==> src/rtl/conv_seq_ctrl_if.sv <==
// Purpose: host, X/Y/Z memory and MAC signal bundle of the convolution sequencer.
// Latency: none; wires only.
// Backpressure: z_ready is the only flow-control input; z_we is held while it is low.
// Ports: start/mode/len_x/len_y (host request), rd_en/x_addr/y_addr (X/Y reads),
//        mac_en/mac_first (MAC strobes), z_we/z_ready/z_addr (Z write),
//        busy/done/err (host status).
// master = controller side, slave = host + memories + MAC side.
interface conv_seq_ctrl_if #(
    parameter int AW = 5
) ();
    logic          start;
    logic          mode;
    logic [AW-1:0] len_x;
    logic [AW-1:0] len_y;
    logic          rd_en;
    logic [AW-1:0] x_addr;
    logic [AW-1:0] y_addr;
    logic          mac_en;
    logic          mac_first;
    logic          z_we;
    logic          z_ready;
    logic [AW:0]   z_addr;
    logic          busy;
    logic          done;
    logic          err;

    modport master (
        input  start, mode, len_x, len_y, z_ready,
        output rd_en, x_addr, y_addr, mac_en, mac_first, z_we, z_addr, busy, done, err
    );

    modport slave (
        output start, mode, len_x, len_y, z_ready,
        input  rd_en, x_addr, y_addr, mac_en, mac_first, z_we, z_addr, busy, done, err
    );
endinterface

==> src/rtl/conv_seq_ctrl.sv <==
// Purpose: j/k loop sequencer for z[k] = sum x[j]*y[k-j] in FULL or SAME mode.
// Latency: busy the cycle after start; per output n_k + RD_LAT + MAC_LAT + 2 cycles.
// Backpressure: z_we/z_addr held while z_ready is low; no reads are issued meanwhile.
// Ports: clk, rst_n (async active-low); bus (master modport) carries the host
//        request/status, X/Y read strobe and addresses, MAC strobes and Z write.
module conv_seq_ctrl #(
    parameter int AW      = 5,
    parameter int RD_LAT  = 1,
    parameter int MAC_LAT = 1
) (
    input logic             clk,
    input logic             rst_n,
    conv_seq_ctrl_if.master bus
);
    // AW+2 bits hold Lx+Ly-2 and the k+1 comparisons without overflow.
    localparam int W  = AW + 2;
    localparam int ZW = AW + 1;
    localparam int DW = $clog2(RD_LAT + MAC_LAT + 1);
    localparam logic [W-1:0]  ONE        = W'(1);
    localparam logic [W-1:0]  TWO        = W'(2);
    localparam logic [DW-1:0] DRAIN_LAST = DW'(RD_LAT + MAC_LAT - 1);

    typedef enum logic [2:0] {
        S_IDLE, S_SETUP, S_ROW, S_ACC, S_DRAIN, S_WRITE, S_FIN
    } state_e;

    state_e            state_q;
    logic              mode_q;
    logic [W-1:0]      lx_q, ly_q;
    logic [W-1:0]      k_q, kend_q, koff_q;
    logic [W-1:0]      j_q, jhi_q;
    logic [DW-1:0]     drain_q;
    logic              rd_en_q, first_q;
    logic [AW-1:0]     y_addr_q;
    logic              z_we_q;
    logic [ZW-1:0]     z_addr_q;
    logic              busy_q, done_q, err_q;
    logic [RD_LAT-1:0] dl_en_q, dl_first_q;

    // Valid j range for the current k: jlo = max(0, k-(Ly-1)), jhi = min(k, Lx-1).
    // k+1 > Ly is the unsigned form of k-(Ly-1) > 0.
    logic [W-1:0] row_jlo, row_jhi;
    always_comb begin
        row_jlo = '0;
        if (k_q + ONE > ly_q) begin
            row_jlo = k_q + ONE - ly_q;
        end
        row_jhi = (k_q < lx_q - ONE) ? k_q : lx_q - ONE;
    end

    always_ff @(posedge clk or negedge rst_n) begin
        if (!rst_n) begin
            state_q  <= S_IDLE;
            mode_q   <= 1'b0;
            lx_q     <= '0;
            ly_q     <= '0;
            k_q      <= '0;
            kend_q   <= '0;
            koff_q   <= '0;
            j_q      <= '0;
            jhi_q    <= '0;
            drain_q  <= '0;
            rd_en_q  <= 1'b0;
            first_q  <= 1'b0;
            y_addr_q <= '0;
            z_we_q   <= 1'b0;
            z_addr_q <= '0;
            busy_q   <= 1'b0;
            done_q   <= 1'b0;
            err_q    <= 1'b0;
        end else begin
            // done/err are single-cycle pulses.
            done_q <= 1'b0;
            err_q  <= 1'b0;
            case (state_q)
                S_IDLE: begin
                    if (bus.start) begin
                        mode_q <= bus.mode;
                        lx_q   <= {2'b00, bus.len_x};
                        ly_q   <= {2'b00, bus.len_y};
                        if (bus.len_x == '0 || bus.len_y == '0) begin
                            state_q <= S_FIN;
                            done_q  <= 1'b1;
                            err_q   <= 1'b1;
                        end else begin
                            state_q <= S_SETUP;
                            busy_q  <= 1'b1;
                        end
                    end
                end
                S_SETUP: begin
                    if (mode_q) begin
                        // SAME: centred window, floor offset for even Ly.
                        koff_q <= (ly_q - ONE) >> 1;
                        k_q    <= (ly_q - ONE) >> 1;
                        kend_q <= ((ly_q - ONE) >> 1) + lx_q - ONE;
                    end else begin
                        koff_q <= '0;
                        k_q    <= '0;
                        kend_q <= lx_q + ly_q - TWO;
                    end
                    state_q <= S_ROW;
                end
                S_ROW: begin
                    j_q      <= row_jlo;
                    jhi_q    <= row_jhi;
                    y_addr_q <= AW'(k_q - row_jlo);
                    rd_en_q  <= 1'b1;
                    first_q  <= 1'b1;
                    state_q  <= S_ACC;
                end
                S_ACC: begin
                    first_q <= 1'b0;
                    if (j_q == jhi_q) begin
                        rd_en_q <= 1'b0;
                        drain_q <= DRAIN_LAST;
                        state_q <= S_DRAIN;
                    end else begin
                        j_q      <= j_q + ONE;
                        y_addr_q <= y_addr_q - AW'(1);
                    end
                end
                S_DRAIN: begin
                    // Lets the read pipe empty and the MAC settle before writing.
                    if (drain_q == '0) begin
                        z_we_q   <= 1'b1;
                        z_addr_q <= ZW'(k_q - koff_q);
                        state_q  <= S_WRITE;
                    end else begin
                        drain_q <= drain_q - DW'(1);
                    end
                end
                S_WRITE: begin
                    if (bus.z_ready) begin
                        z_we_q <= 1'b0;
                        if (k_q == kend_q) begin
                            busy_q  <= 1'b0;
                            done_q  <= 1'b1;
                            state_q <= S_FIN;
                        end else begin
                            k_q     <= k_q + ONE;
                            state_q <= S_ROW;
                        end
                    end
                end
                S_FIN: begin
                    state_q <= S_IDLE;
                end
                default: begin
                    state_q <= S_IDLE;
                end
            endcase
        end
    end

    // Read-latency delay line: strobe and first-term tag travel with the read data.
    always_ff @(posedge clk or negedge rst_n) begin
        if (!rst_n) begin
            dl_en_q    <= '0;
            dl_first_q <= '0;
        end else begin
            for (int i = RD_LAT - 1; i > 0; i--) begin
                dl_en_q[i]    <= dl_en_q[i-1];
                dl_first_q[i] <= dl_first_q[i-1];
            end
            dl_en_q[0]    <= rd_en_q;
            dl_first_q[0] <= rd_en_q & first_q;
        end
    end

    assign bus.rd_en     = rd_en_q;
    assign bus.x_addr    = j_q[AW-1:0];
    assign bus.y_addr    = y_addr_q;
    assign bus.mac_en    = dl_en_q[RD_LAT-1];
    assign bus.mac_first = dl_first_q[RD_LAT-1];
    assign bus.z_we      = z_we_q;
    assign bus.z_addr    = z_addr_q;
    assign bus.busy      = busy_q;
    assign bus.done      = done_q;
    assign bus.err       = err_q;
endmodule
==> src/flat_wrapper.sv <==
// flat-port wrapper written by rule: the top's interface ports become plain ports
module conv_seq_ctrl_flat 
#(
    parameter int AW      = 5,
    parameter int RD_LAT  = 1,
    parameter int MAC_LAT = 1
)
  (clk, rst_n, bus_start, bus_mode, bus_len_x, bus_len_y, bus_z_ready, bus_rd_en, bus_x_addr, bus_y_addr, bus_mac_en, bus_mac_first, bus_z_we, bus_z_addr, bus_busy, bus_done, bus_err);
  conv_seq_ctrl_if #(.AW(AW)) bus_i ();
  input logic clk;
  input logic rst_n;
  input wire logic [$bits(bus_i.start)-1:0] bus_start;
  input wire logic [$bits(bus_i.mode)-1:0] bus_mode;
  input wire logic [$bits(bus_i.len_x)-1:0] bus_len_x;
  input wire logic [$bits(bus_i.len_y)-1:0] bus_len_y;
  input wire logic [$bits(bus_i.z_ready)-1:0] bus_z_ready;
  output wire logic [$bits(bus_i.rd_en)-1:0] bus_rd_en;
  output wire logic [$bits(bus_i.x_addr)-1:0] bus_x_addr;
  output wire logic [$bits(bus_i.y_addr)-1:0] bus_y_addr;
  output wire logic [$bits(bus_i.mac_en)-1:0] bus_mac_en;
  output wire logic [$bits(bus_i.mac_first)-1:0] bus_mac_first;
  output wire logic [$bits(bus_i.z_we)-1:0] bus_z_we;
  output wire logic [$bits(bus_i.z_addr)-1:0] bus_z_addr;
  output wire logic [$bits(bus_i.busy)-1:0] bus_busy;
  output wire logic [$bits(bus_i.done)-1:0] bus_done;
  output wire logic [$bits(bus_i.err)-1:0] bus_err;
  assign bus_i.start = bus_start;
  assign bus_i.mode = bus_mode;
  assign bus_i.len_x = bus_len_x;
  assign bus_i.len_y = bus_len_y;
  assign bus_i.z_ready = bus_z_ready;
  assign bus_rd_en = bus_i.rd_en;
  assign bus_x_addr = bus_i.x_addr;
  assign bus_y_addr = bus_i.y_addr;
  assign bus_mac_en = bus_i.mac_en;
  assign bus_mac_first = bus_i.mac_first;
  assign bus_z_we = bus_i.z_we;
  assign bus_z_addr = bus_i.z_addr;
  assign bus_busy = bus_i.busy;
  assign bus_done = bus_i.done;
  assign bus_err = bus_i.err;
  conv_seq_ctrl #(.AW(AW), .RD_LAT(RD_LAT), .MAC_LAT(MAC_LAT)) u_core (.clk(clk), .rst_n(rst_n), .bus(bus_i));
endmodule
==> config.mk <==
export PLATFORM = sky130hd
export DESIGN_NAME = conv_seq_ctrl_flat
export DESIGN_NICKNAME = d
export VERILOG_FILES = /design/src/rtl/conv_seq_ctrl_if.sv /design/src/rtl/conv_seq_ctrl.sv /design/src/flat_wrapper.sv
export SDC_FILE = /design/constraint.sdc
export NUM_CORES = 1
export LEC_CHECK = 0
export BUFFER_PORTS_ARGS = -buffer_cell sky130_fd_sc_hd__buf_2
export CAP_MARGIN = 40
export CORE_MARGIN = 8
export CORE_UTILIZATION = 65
export DETAILED_ROUTE_END_ITERATION = 12
export PLACE_DENSITY = 0.85
export SKIP_CTS_REPAIR_TIMING = 1
export SKIP_LAST_GASP = 1
export SLEW_MARGIN = 20
export SYNTH_ARGS = -nofsm -noshare
export SYNTH_HDL_FRONTEND = slang
export SYNTH_SLANG_ARGS = --single-unit
==> constraint.sdc <==
create_clock -name clk -period 5.3 [get_ports clk]
set_input_delay 1.06 -clock clk [delete_from_list [all_inputs] [get_ports clk]]
set_output_delay 1.06 -clock clk [all_outputs]
set_load 0.03 [all_outputs]
# After elaboration in Yosys (flattened, before gate mapping)

Index checks and enable logic that the tools add are counted.

Bits in writable memories: 0
Latch bits: 0
Word-level logic and storage cells: 109
Output and inout port bits: 23
Register bits: 69
Bits of input ports: 15
Bits in read-only memories: 0
Memories kept: 0

Mux-type cells: 38
$add $sub $neg: 13
Multiply operators: 0
Equality and inequality tests: 16
Magnitude comparators: 2
Bitwise logic cells: 1
Reductions and logical operators: 19
Div/mod/pow operators: 0
Shifts and indexed selects: 0

Operators by type and width:

| kind                | number |
|---|---|
| $mux 7              | 6 |
| $pmux 7 s2          | 2 |
| $mux 3              | 6 |
| $pmux 3 s6          | 1 |
| $add 7x1->7 const B | 2 |
| $eq 7x7->1          | 2 |
| $mux 1              | 12 |
| $ne 2x2->1 const B  | 6 |
| $sub 5x1->6 const B | 2 |
| $logic_not 5->1     | 2 |
| $pmux 1 s2          | 5 |
| $pmux 5 s2          | 1 |
| $reduce_bool 2->1   | 5 |
| $reduce_and 3->1    | 3 |
| $reduce_and 2->1    | 4 |
| $add 6x5->7         | 1 |
| $gt 7x5->1          | 1 |
| $lt 7x7->1          | 1 |
| $sub 7x1->7 const B | 1 |
| $sub 7x2->7 const B | 1 |
| $sub 7x5->7         | 1 |
| $add 5x5->6         | 1 |
| $eq 3x2->1 const B  | 2 |
| $eq 3x3->1 const B  | 2 |
| 16 further kinds    | 19 |

# Logic depth before layout (Yosys ltp)

Gate-level depths: netlist of the first run.

Depth in word-level cells: 5
Gate-level depth with buffers: 17
Gate-level depth less buffers: 17

# Least setup slack after synthesis of the first run

No wires, ideal clock.

Path kind: register to register
From: register u_core.k_q[1]
To: register u_core.y_addr_q[4], in the netlist u_core.bus.y_addr[4]
Required time: 5.163 ns
Path slack: 1.952 ns
Clock period less this slack: 3.348 ns
Path buffers: 0
Data arrival time: 3.210 ns
Cell stages (with the launch flop): 17
Cell sequence: dfrtp_1 > ha_1 > xor2_1 > ha_1 > and4_1 > a21oi_1 > o31a_1 > or2_4 > nor2b_4 > ha_1 > inv_1 > fa_1 > a21o_1 > a21oi_1 > xnor2_1 > xnor2_1 > a21oi_1

Cells in the longest elaborated chain, start to end: 5

Ends and longest elaborated chain:

| element                                   | RTL line                                 | RTL |
|---|---|---|
| start, declared                           | conv_seq_ctrl.sv:30                      | `logic [W-1:0] k_q, kend_q, koff_q;` |
| start signal, assigned                    | conv_seq_ctrl.sv:95                      | `k_q <= (ly_q - ONE) >> 1;` |
| start signal, assigned                    | conv_seq_ctrl.sv:141                     | `k_q <= k_q + ONE;` |
| $add 7x1->7                               | conv_seq_ctrl.sv:45, conv_seq_ctrl.sv:46 |  |
| $sub 7x5->7 or $gt 7x5->1 (tied branches) | conv_seq_ctrl.sv:46, conv_seq_ctrl.sv:45 |  |
| $mux 7                                    | conv_seq_ctrl.sv:45                      | `if (k_q + ONE > ly_q) begin` |
| $sub 5x5->5 (*)                           | conv_seq_ctrl.sv:107                     | `y_addr_q <= AW'(k_q - row_jlo);` |
| $pmux 5 s2 (*)                            | conv_seq_ctrl.sv:75                      | `case (state_q)` |
| end signal, assigned                      | conv_seq_ctrl.sv:107                     |  |
| end signal, assigned                      | conv_seq_ctrl.sv:120                     | `y_addr_q <= y_addr_q - AW'(1);` |
| end, declared                             | conv_seq_ctrl.sv:34                      | `logic [AW-1:0] y_addr_q;` |

Mark *: on every way between the ends. The rest lies on a longest branch, timed or not.
A chain may end at the register's enable or synchronous reset.

# Final worst setup path of the first run

Same ends and word-level chain as after synthesis.

==> results of run 1 <==
per-layer routing:
layer / vias to the layer above / GRT usage [%] / wire [µm]
met3: 22 / 3.85 / 696
met1: 1886 / 30.5 / 5170
met2: 131 / 38.7 / 5320
li1: 1907 / - / -
met5: - / 0 / 0
met4: 0 / 9.68 / 242
cell usage in the layout, fill, tap and decap left out, types with 3 or more instances in the layout:
| cell type | instances |
|---|---|
| a211oi_1 | 5 |
| clkbuf_8 | 10 |
| nand2b_1 | 13 |
| a221oi_1 | 3 |
| buf_2 | 37 |
| xnor2_1 | 33 |
| a21oi_2 | 4 |
| fa_1 | 6 |
| and3_1 | 4 |
| inv_1 | 41 |
| mux2i_1 | 9 |
| o31a_1 | 3 |
| buf_4 | 3 |
| nand2_1 | 64 |
| xor2_1 | 11 |
| ha_1 | 42 |
| nor3_1 | 11 |
| or4_1 | 4 |
| and2_1 | 5 |
| mux2_2 | 8 |
| nor2b_1 | 7 |
| nor2_1 | 26 |
| nand3_2 | 3 |
| a21o_1 | 10 |
| dfrtp_1 | 68 |
| o21ai_0 | 36 |
| a21oi_1 | 29 |
| nand3b_1 | 3 |
| nand3_1 | 9 |
| o21a_1 | 4 |
| o21ai_1 | 7 |
| a31oi_1 | 5 |
worst paths after layout:
check / from / to / slack, ns / cells past startpoint
setup reg to reg: u_core.k_q[1] / u_core.bus.y_addr[4] / 1.43 / 16
setup / recovery: u_core.k_q[1] / u_core.bus.y_addr[4] / 1.43 / 16
min in group asynchronous: rst_n / u_core.bus.z_addr[5] / 0.71 / 2
hold reg to reg: u_core.bus.rd_en / u_core.bus.mac_en / 0.45 / 0
hold / removal: u_core.bus.rd_en / u_core.bus.mac_en / 0.45 / 0
max in group asynchronous: rst_n / u_core.bus.y_addr[0] / 4.05 / 3
stage by stage:
step / setup WS (ns) / hold WS, ns / cell area, µm² / instances
6_report: 1.43 / 0.450 / 5320 / 668
3_3_place_gp: 1.71 / 0.412 / 5070 / 650
4_1_cts: 1.47 / 0.448 / 5290 / 666
3_5_place_dp: 1.49 / 0.422 / 5070 / 650
2_1_floorplan: 1.95 / 0.439 / 4900 / 539
5_1_grt: 1.18 / 0.472 / 5320 / 668
cell families (layout without fill, tap and decap cells):
logic type               Yosys count  count (layout)  share of synthesized area (%)
XOR/XNOR                          45              45                           8.20
adder cells (fa/ha/maj)           48              48                           13.2
AND/OR/NAND/NOR                  166             166                           17.4
multiplexers                      17              17                           3.68
AO/OA/AOI/OAI                    127             127                           16.5
flip-flops                        68              68                           34.7
buffers and inverters             68              98                           6.36
layout make-up:
type	instances	area (µm²)	area share [%]
Multi-Input combinational cell	403	2890	54.4
Sequential cell	68	1700	32.0
Timing Repair Buffer	41	228	4.28
Inverter	41	154	2.89
Clock buffer	12	145	2.73
Tap cell	99	124	2.33
Clock inverter	4	72.6	1.37
worst register-to-register path: stages (launching register included):
cell	delay (ns)
dfrtp_1	0.55
ha_1	0.29
xor2_1	0.21
ha_1	0.31
and4_1	0.21
a21oi_1	0.16
o31a_1	0.20
or2_4	0.16
nor2b_4	0.16
ha_1	0.15
inv_1	0.06
fa_1	0.40
a21o_1	0.20
a21oi_1	0.20
xnor2_1	0.17
xnor2_1	0.15
a21oi_1	0.11
sequential cells by signal (all words and copies together) (netlist names), 2 cells and up:
register,count
u_core.j_q,7
u_core.jhi_q,7
u_core.k_q,7
u_core.kend_q,7
u_core.bus.z_addr,6
u_core.bus.y_addr,5
u_core.koff_q,5
u_core.lx_q,5
u_core.ly_q,5
u_core.state_q,3
u_core.drain_q,2
==> impl_metrics.env, run 1 <==
export IMPL_status="completed"
export IMPL_synth_fp_nets=602
export IMPL_avgSynthCellArea_um2=9.09
export IMPL_fin_tns_setup_ns=0
export IMPL_synthCells=539
export IMPL_synthArstFlopShare_pct=100
export IMPL_cts_made_buffers=9
export IMPL_initial_core_util_pct=67.2
export IMPL_relSlewSlack_pct=51.1
export IMPL_min_period_ns=3.87
export IMPL_synth_cell_types=63
export IMPL_max_freq_mhz=258
export IMPL_yosys_warnings=0
export IMPL_clockBufferDepth=2
export IMPL_cp_start_kind="register"
export IMPL_nFillCells=585
export IMPL_ys_flop_type="dfrtp_1"
export IMPL_setup_viol=0
export IMPL_dp_hpwl_mm=8.74
export IMPL_cp_slowest_cell="dfrtp_1"
export IMPL_cp_end_kind="register"
export IMPL_num_io_pins=38
export IMPL_die_h_um=103
export IMPL_antenna_found_initial=0
export IMPL_syn_to_final_growth_pct=8.50
export IMPL_die_w_um=103
export IMPL_drt_pass1_iter_count=5
export IMPL_final_core_util_pct=72.9
export IMPL_grt_ovfl_total=0
export IMPL_root_buffer="clkbuf_8"
export IMPL_slowest_delay_ns=0.55
export IMPL_required_ns=5.49
export IMPL_grt_max_degree=69
export IMPL_grt_pass1_wl_mm=19.5
export IMPL_crit_type="register to register"
export IMPL_vias=3946
export IMPL_coreArea_um2=7290
export IMPL_netlist_area_um2=4900
export IMPL_cts_tree="done"
export IMPL_skew_ns=0.00857
export IMPL_yosysTopAreaCellShare_pct=34.7
export IMPL_path_cells="ha_1 -> xor2_1 -> ha_1 -> and4_1 -> a21oi_1 -> o31a_1 -> or2_4 -> nor2b_4 -> ha_1 -> inv_1 -> fa_1 -> a21o_1 -> a21oi_1 -> xnor2_1 -> xnor2_1 -> a21oi_1"
export IMPL_wl_per_cell_um=17.1
export IMPL_layout_drive_gt1_share_pct=14.6
export IMPL_drtIter0Drc=238
export IMPL_clk_pin_slew_ns=0.08
export IMPL_drc=0
export IMPL_ant_nets=0
export IMPL_grtUsageTotal_pct=23.6
export IMPL_worst_path_buf_inv=1
export IMPL_clock_latency_ns=0.35
export IMPL_io_buffers=37
export IMPL_hp_class="register to register"
export IMPL_finalCritPeriodShare_pct=73.1
export IMPL_vias_per_cell=5.91
export IMPL_max_cap_viol_count=0
export IMPL_wl_mm=11.4
export IMPL_globalplace_congestion=0.965
export IMPL_h_tree_depth=3
export IMPL_critPathMaxFanout=9
export IMPL_worstMarginPinSlew_ns=0.730
export IMPL_yosysSeqAreaShare_pct=34.7
export IMPL_clock_sinks=68
export IMPL_slew_violations=0
export IMPL_yosysMostFrequentCell="dfrtp_1"
export IMPL_synth_edff_count=0
export IMPL_synth_top_cells_by_count="dfrtp_1, nand2_1, ha_1"
export IMPL_num_nets_final=627
export IMPL_synth_seq_cells=68
export IMPL_num_antenna_cells=0
export IMPL_die_area_um2=10600
export IMPL_rows=31
export IMPL_crit_arrival_ns=4.06
export IMPL_rsz0062_at_grt="no"
export IMPL_path_delay_family="adder cells"
export IMPL_hold_viol=0
export IMPL_synthTopCellsByArea="dfrtp_1, ha_1, xnor2_1"
export IMPL_first_global_vias=4065
export IMPL_yosys_area_top_type="dfrtp_1"
Power of run 1 is left out: the tool's default activity adds up to more than one toggle a clock period on the data nets, which glitch-free logic cannot reach.
==> run 2: changes to the inputs <==
--- a/config.mk
+++ b/config.mk
@@ -8,9 +8,9 @@
 export BUFFER_PORTS_ARGS = -buffer_cell sky130_fd_sc_hd__buf_2
 export CAP_MARGIN = 40
 export CORE_MARGIN = 8
-export CORE_UTILIZATION = 65
+export CORE_UTILIZATION = 55
 export DETAILED_ROUTE_END_ITERATION = 12
-export PLACE_DENSITY = 0.85
+export PLACE_DENSITY = 0.77
 export SKIP_CTS_REPAIR_TIMING = 1
 export SKIP_LAST_GASP = 1
 export SLEW_MARGIN = 20
==> constraint.sdc (replaced) <==
create_clock -name clk -period 3.3 [get_ports clk]
set_input_delay 0.66 -clock clk [delete_from_list [all_inputs] [get_ports clk]]
set_output_delay 0.66 -clock clk [all_outputs]
set_load 0.03 [all_outputs]
==> impl_metrics.env, run 2 (synthesis results as in run 1) <==
export IMPL_syn_to_final_growth_pct=14.3
export IMPL_setup_viol=0
export IMPL_min_period_ns=3.26
export IMPL_wl_per_cell_um=16.5
export IMPL_io_buffers=37
export IMPL_crit_arrival_ns=3.50
export IMPL_vias=3986
export IMPL_globalplace_congestion=0.952
export IMPL_cp_end_kind="register"
export IMPL_skew_ns=0.0143
export IMPL_cp_slowest_cell="dfrtp_2"
export IMPL_slew_violations=0
export IMPL_max_cap_viol_count=0
export IMPL_placed_cells_incl_taps=678
export IMPL_num_antenna_cells=0
export IMPL_antenna_found_initial=0
export IMPL_path_cells="ha_4 -> xor2_2 -> ha_1 -> o21a_1 -> o31a_1 -> o31a_1 -> or2_4 -> buf_4 -> nand2b_4 -> ha_1 -> a21o_1 -> a21oi_2 -> xor2_1 -> o22ai_1 -> a22o_1"
export IMPL_num_nets_final=650
export IMPL_rsz0062_at_grt="yes"
export IMPL_initial_core_util_pct=56.5
export IMPL_ant_nets=0
export IMPL_slowest_delay_ns=0.45
export IMPL_hold_worst_slack_ns=0.108
export IMPL_clockBufferDepth=2
export IMPL_status="completed"
export IMPL_relSlewSlack_pct=53.4
export IMPL_die_w_um=110
export IMPL_final_cells=700
export IMPL_critPathMaxFanout=4
export IMPL_crit_type="register to register"
export IMPL_setup_worst_path_start="u_core.k_q[0]"
export IMPL_wl_mm=11.6
export IMPL_rows=34
export IMPL_layout_common_cells="dfrtp_1, nand2_1, inv_1"
export IMPL_fin_ws_ns=0.0373
export IMPL_grtUsageTotal_pct=19.8
export IMPL_clk_pin_slew_ns=0.08
export IMPL_worst_path_buf_inv=1
export IMPL_grt_ovfl_total=0
export IMPL_die_h_um=110
export IMPL_first_global_vias=3875
export IMPL_die_area_um2=12200
export IMPL_drtIter0Drc=236
export IMPL_grt_max_degree=36
export IMPL_reg2reg_from="u_core.k_q[0]"
export IMPL_drt_pass1_iter_count=5
export IMPL_coreArea_um2=8680
export IMPL_required_ns=3.54
export IMPL_finalCritPeriodShare_pct=98.9
export IMPL_hp_class="primary input to async pin"
export IMPL_dp_worst_setup_slack_ns=-0.0613
export IMPL_regArea_um2=1710
export IMPL_final_common_cell="dfrtp_1"
export IMPL_h_tree_depth=3
export IMPL_dp_hpwl_mm=8.87
export IMPL_multiInputGateArea_um2=2970
export IMPL_cp_start_kind="register"
export IMPL_num_io_pins=38
export IMPL_hold_viol=0
export IMPL_worstMarginPinSlew_ns=0.697
export IMPL_clock_sinks=68
export IMPL_path_delay_family="compound AO/OA/AOI/OAI gates"
export IMPL_cts_made_buffers=9
export IMPL_max_freq_mhz=306
export IMPL_vias_per_cell=5.69
export IMPL_cts_tree="done"
export IMPL_root_buffer="clkbuf_8"
export IMPL_drc=0
export IMPL_layout_drive_gt1_share_pct=20.4
export IMPL_grt_pass1_wl_mm=19.0
export IMPL_clock_latency_ns=0.35
export IMPL_nFillCells=712
-- run 2: cell count changes in the layout (fill, tap and decap cells not counted), moves of 2 or more --
cell,previous run,this run
ha_1,42,39
buf_4,3,25
dfrtp_1,68,65
dfrtp_2,0,3
a21oi_1,29,27
a21oi_2,4,6
ha_4,0,3
-- run 2: final timing paths --
kind                                         to  slack (ns)  cells after the start
setup / recovery           u_core.bus.y_addr[3]        0.04                     15
hold / removal             u_core.bus.z_addr[4]        0.11                      1
setup reg to reg           u_core.bus.y_addr[3]        0.04                     15
hold reg to reg               u_core.bus.mac_en        0.43                      0
max in group asynchronous         u_core.k_q[2]        2.77                      2
min in group clk              u_core.bus.mac_en        0.43                      0
-- run 2: metrics by stage --
step                      instance area [µm²]  util [%]  TNS, ns
after global routing                     5600      64.5   -0.169
after global placement                   5240      60.4        0
final                                    5600      64.5        0
after floorplan                          4900         -        0
after CTS                                5460      62.9   -0.115
after detailed placement                 5240      60.4  -0.0938
-- run 2: cell type report --
type                       count  share of cell area (%)
multi-input combinational    403                    53.1
sequential                    68                    30.5
timing repair buffer          64                    7.37
inverter                      41                    2.79
tap                          108                    2.41
clock inverter                 6                    1.59
clock buffer                  10                    2.28
-- run 2: layer usage --
layer	up-vias	GRT usage [%]	routed length, µm
met2	114	32.9	5670
li1	1954	-	-
met1	1905	25.3	5010
met4	0	5.52	145
met3	13	4.30	748
met5	-	0	0
Power of run 2 is left out for the same reason.
==> run 3: changes to the inputs <==
--- a/config.mk
+++ b/config.mk
@@ -7,10 +7,12 @@
 export LEC_CHECK = 0
 export BUFFER_PORTS_ARGS = -buffer_cell sky130_fd_sc_hd__buf_2
 export CAP_MARGIN = 40
-export CORE_MARGIN = 8
-export CORE_UTILIZATION = 55
+export CELL_PAD_IN_SITES_DETAIL_PLACEMENT = 0
+export CELL_PAD_IN_SITES_GLOBAL_PLACEMENT = 2
+export CORE_MARGIN = 4
+export CORE_UTILIZATION = 35
 export DETAILED_ROUTE_END_ITERATION = 12
-export PLACE_DENSITY = 0.77
+export PLACE_DENSITY_LB_ADDON = 0.1
 export SKIP_CTS_REPAIR_TIMING = 1
 export SKIP_LAST_GASP = 1
 export SLEW_MARGIN = 20
==> impl_metrics.env, run 3 (synthesis results as in run 1) <==
export IMPL_status="completed"
export IMPL_die_area_um2=16000
export IMPL_worstReg2RegEnd="u_core.bus.y_addr[4]"
export IMPL_root_buffer="clkbuf_16"
export IMPL_syn_to_final_growth_pct=18.7
export IMPL_required_ns=3.50
export IMPL_clock_sinks=68
export IMPL_dp_worst_setup_slack_ns=-0.106
export IMPL_grt_pass1_wl_mm=21.0
export IMPL_die_h_um=126
export IMPL_antenna_found_initial=0
export IMPL_regToRegSetupSlack_ns=0.07
export IMPL_initial_core_util_pct=36.4
export IMPL_crit_type="register to register"
export IMPL_ant_nets=0
export IMPL_rsz0062_at_grt="yes"
export IMPL_cp_start_kind="register"
export IMPL_wl_per_cell_um=16.7
export IMPL_max_cap_viol_count=0
export IMPL_drc=0
export IMPL_final_common_cell="dfrtp_1"
export IMPL_coreArea_um2=13500
export IMPL_layout_common_cells="dfrtp_1, nand2_1, inv_1"
export IMPL_h_tree_depth=3
export IMPL_clk_pin_slew_ns=0.06
export IMPL_grt_ovfl_total=0
export IMPL_rows=42
export IMPL_fin_tns_setup_ns=0
export IMPL_cts_tree="done"
export IMPL_clockBufferDepth=2
export IMPL_num_antenna_cells=0
export IMPL_r2r_cells=16
export IMPL_vias_per_cell=5.01
export IMPL_final_core_util_pct=43.2
export IMPL_worstMarginPinSlew_ns=0.748
export IMPL_num_nets_final=657
export IMPL_relSlewSlack_pct=50.1
export IMPL_grt_max_degree=30
export IMPL_setup_viol=0
export IMPL_cp_end_kind="register"
export IMPL_first_global_vias=3935
export IMPL_crit_arrival_ns=3.44
export IMPL_hold_viol=0
export IMPL_finalCritPeriodShare_pct=98.0
export IMPL_clock_latency_ns=0.35
export IMPL_dp_hpwl_mm=10.1
export IMPL_layout_drive_gt1_share_pct=21.0
export IMPL_slew_violations=0
export IMPL_io_buffers=37
export IMPL_wl_mm=12.9
export IMPL_drtIter0Drc=177
export IMPL_fin_ws_ns=0.0669
export IMPL_reg2reg_from="u_core.k_q[1]"
export IMPL_min_period_ns=3.23
export IMPL_skew_ns=0.00787
export IMPL_hp_class="primary input to async pin"
export IMPL_die_w_um=126
export IMPL_hold_worst_slack_ns=0.317
export IMPL_cts_made_buffers=9
export IMPL_num_io_pins=38
export IMPL_max_freq_mhz=309
export IMPL_vias=3881
export IMPL_critPathMaxFanout=4
export IMPL_drt_pass1_iter_count=4
export IMPL_grtUsageTotal_pct=16.8
export IMPL_globalplace_congestion=0.808
[run 3: cell type report]
| cell class | instances | area [µm²] |
|---|---|---|
| multi-input cells | 403 | 2970 |
| flip-flops and latches | 68 | 1710 |
| repair buffers | 71 | 444 |
| well taps | 176 | 220 |
| inverters | 41 | 156 |
| clock inverters | 4 | 72.6 |
| clock buffers | 12 | 246 |
| fillers | 1400 | 7640 |
[run 3: per-stage QoR]
stage | std cells | cell area, µm²
5_1_grt | 775 | 5810
2_1_floorplan | 539 | 4900
6_report | 775 | 5810
3_5_place_dp | 753 | 5370
3_3_place_gp | 753 | 5370
4_1_cts | 769 | 5690
[run 3: worst max-delay path, stage by stage (launching register included)]
cell and delay, ns:
dfrtp_2 0.44, ha_4 0.18, xor2_2 0.14, ha_1 0.32
o21a_1 0.19, o31a_1 0.13, o31a_1 0.34, or2_4 0.24
nor2b_4 0.14, ha_4 0.16, inv_4 0.05, fa_2 0.20
a21o_1 0.12, a21oi_2 0.05, xnor2_1 0.18, xnor2_1 0.13
a21oi_1 0.07
[run 3: routing by layer]
layer	wire length, µm	global-route usage [%]	vias up
met3	462	4.04	9
met1	6220	22.3	1844
met2	6100	27.7	62
li1	-	-	1966
met5	0	0	-
met4	136	4.10	0
[run 3: worst max-delay path by stage]
stage | start | endpoint | cells after the start
finish | u_core.k_q[1] | u_core.bus.y_addr[4] | 16
global route | u_core.k_q[1] | u_core.bus.y_addr[4] | 16
CTS | u_core.k_q[0] | u_core.bus.y_addr[4] | 16
detailed placement | u_core.k_q[0] | u_core.bus.y_addr[4] | 16
global placement | u_core.k_q[0] | u_core.bus.y_addr[4] | 16
floorplan | u_core.k_q[1] | u_core.bus.y_addr[4] | 16
Power of run 3 is left out for the same reason.
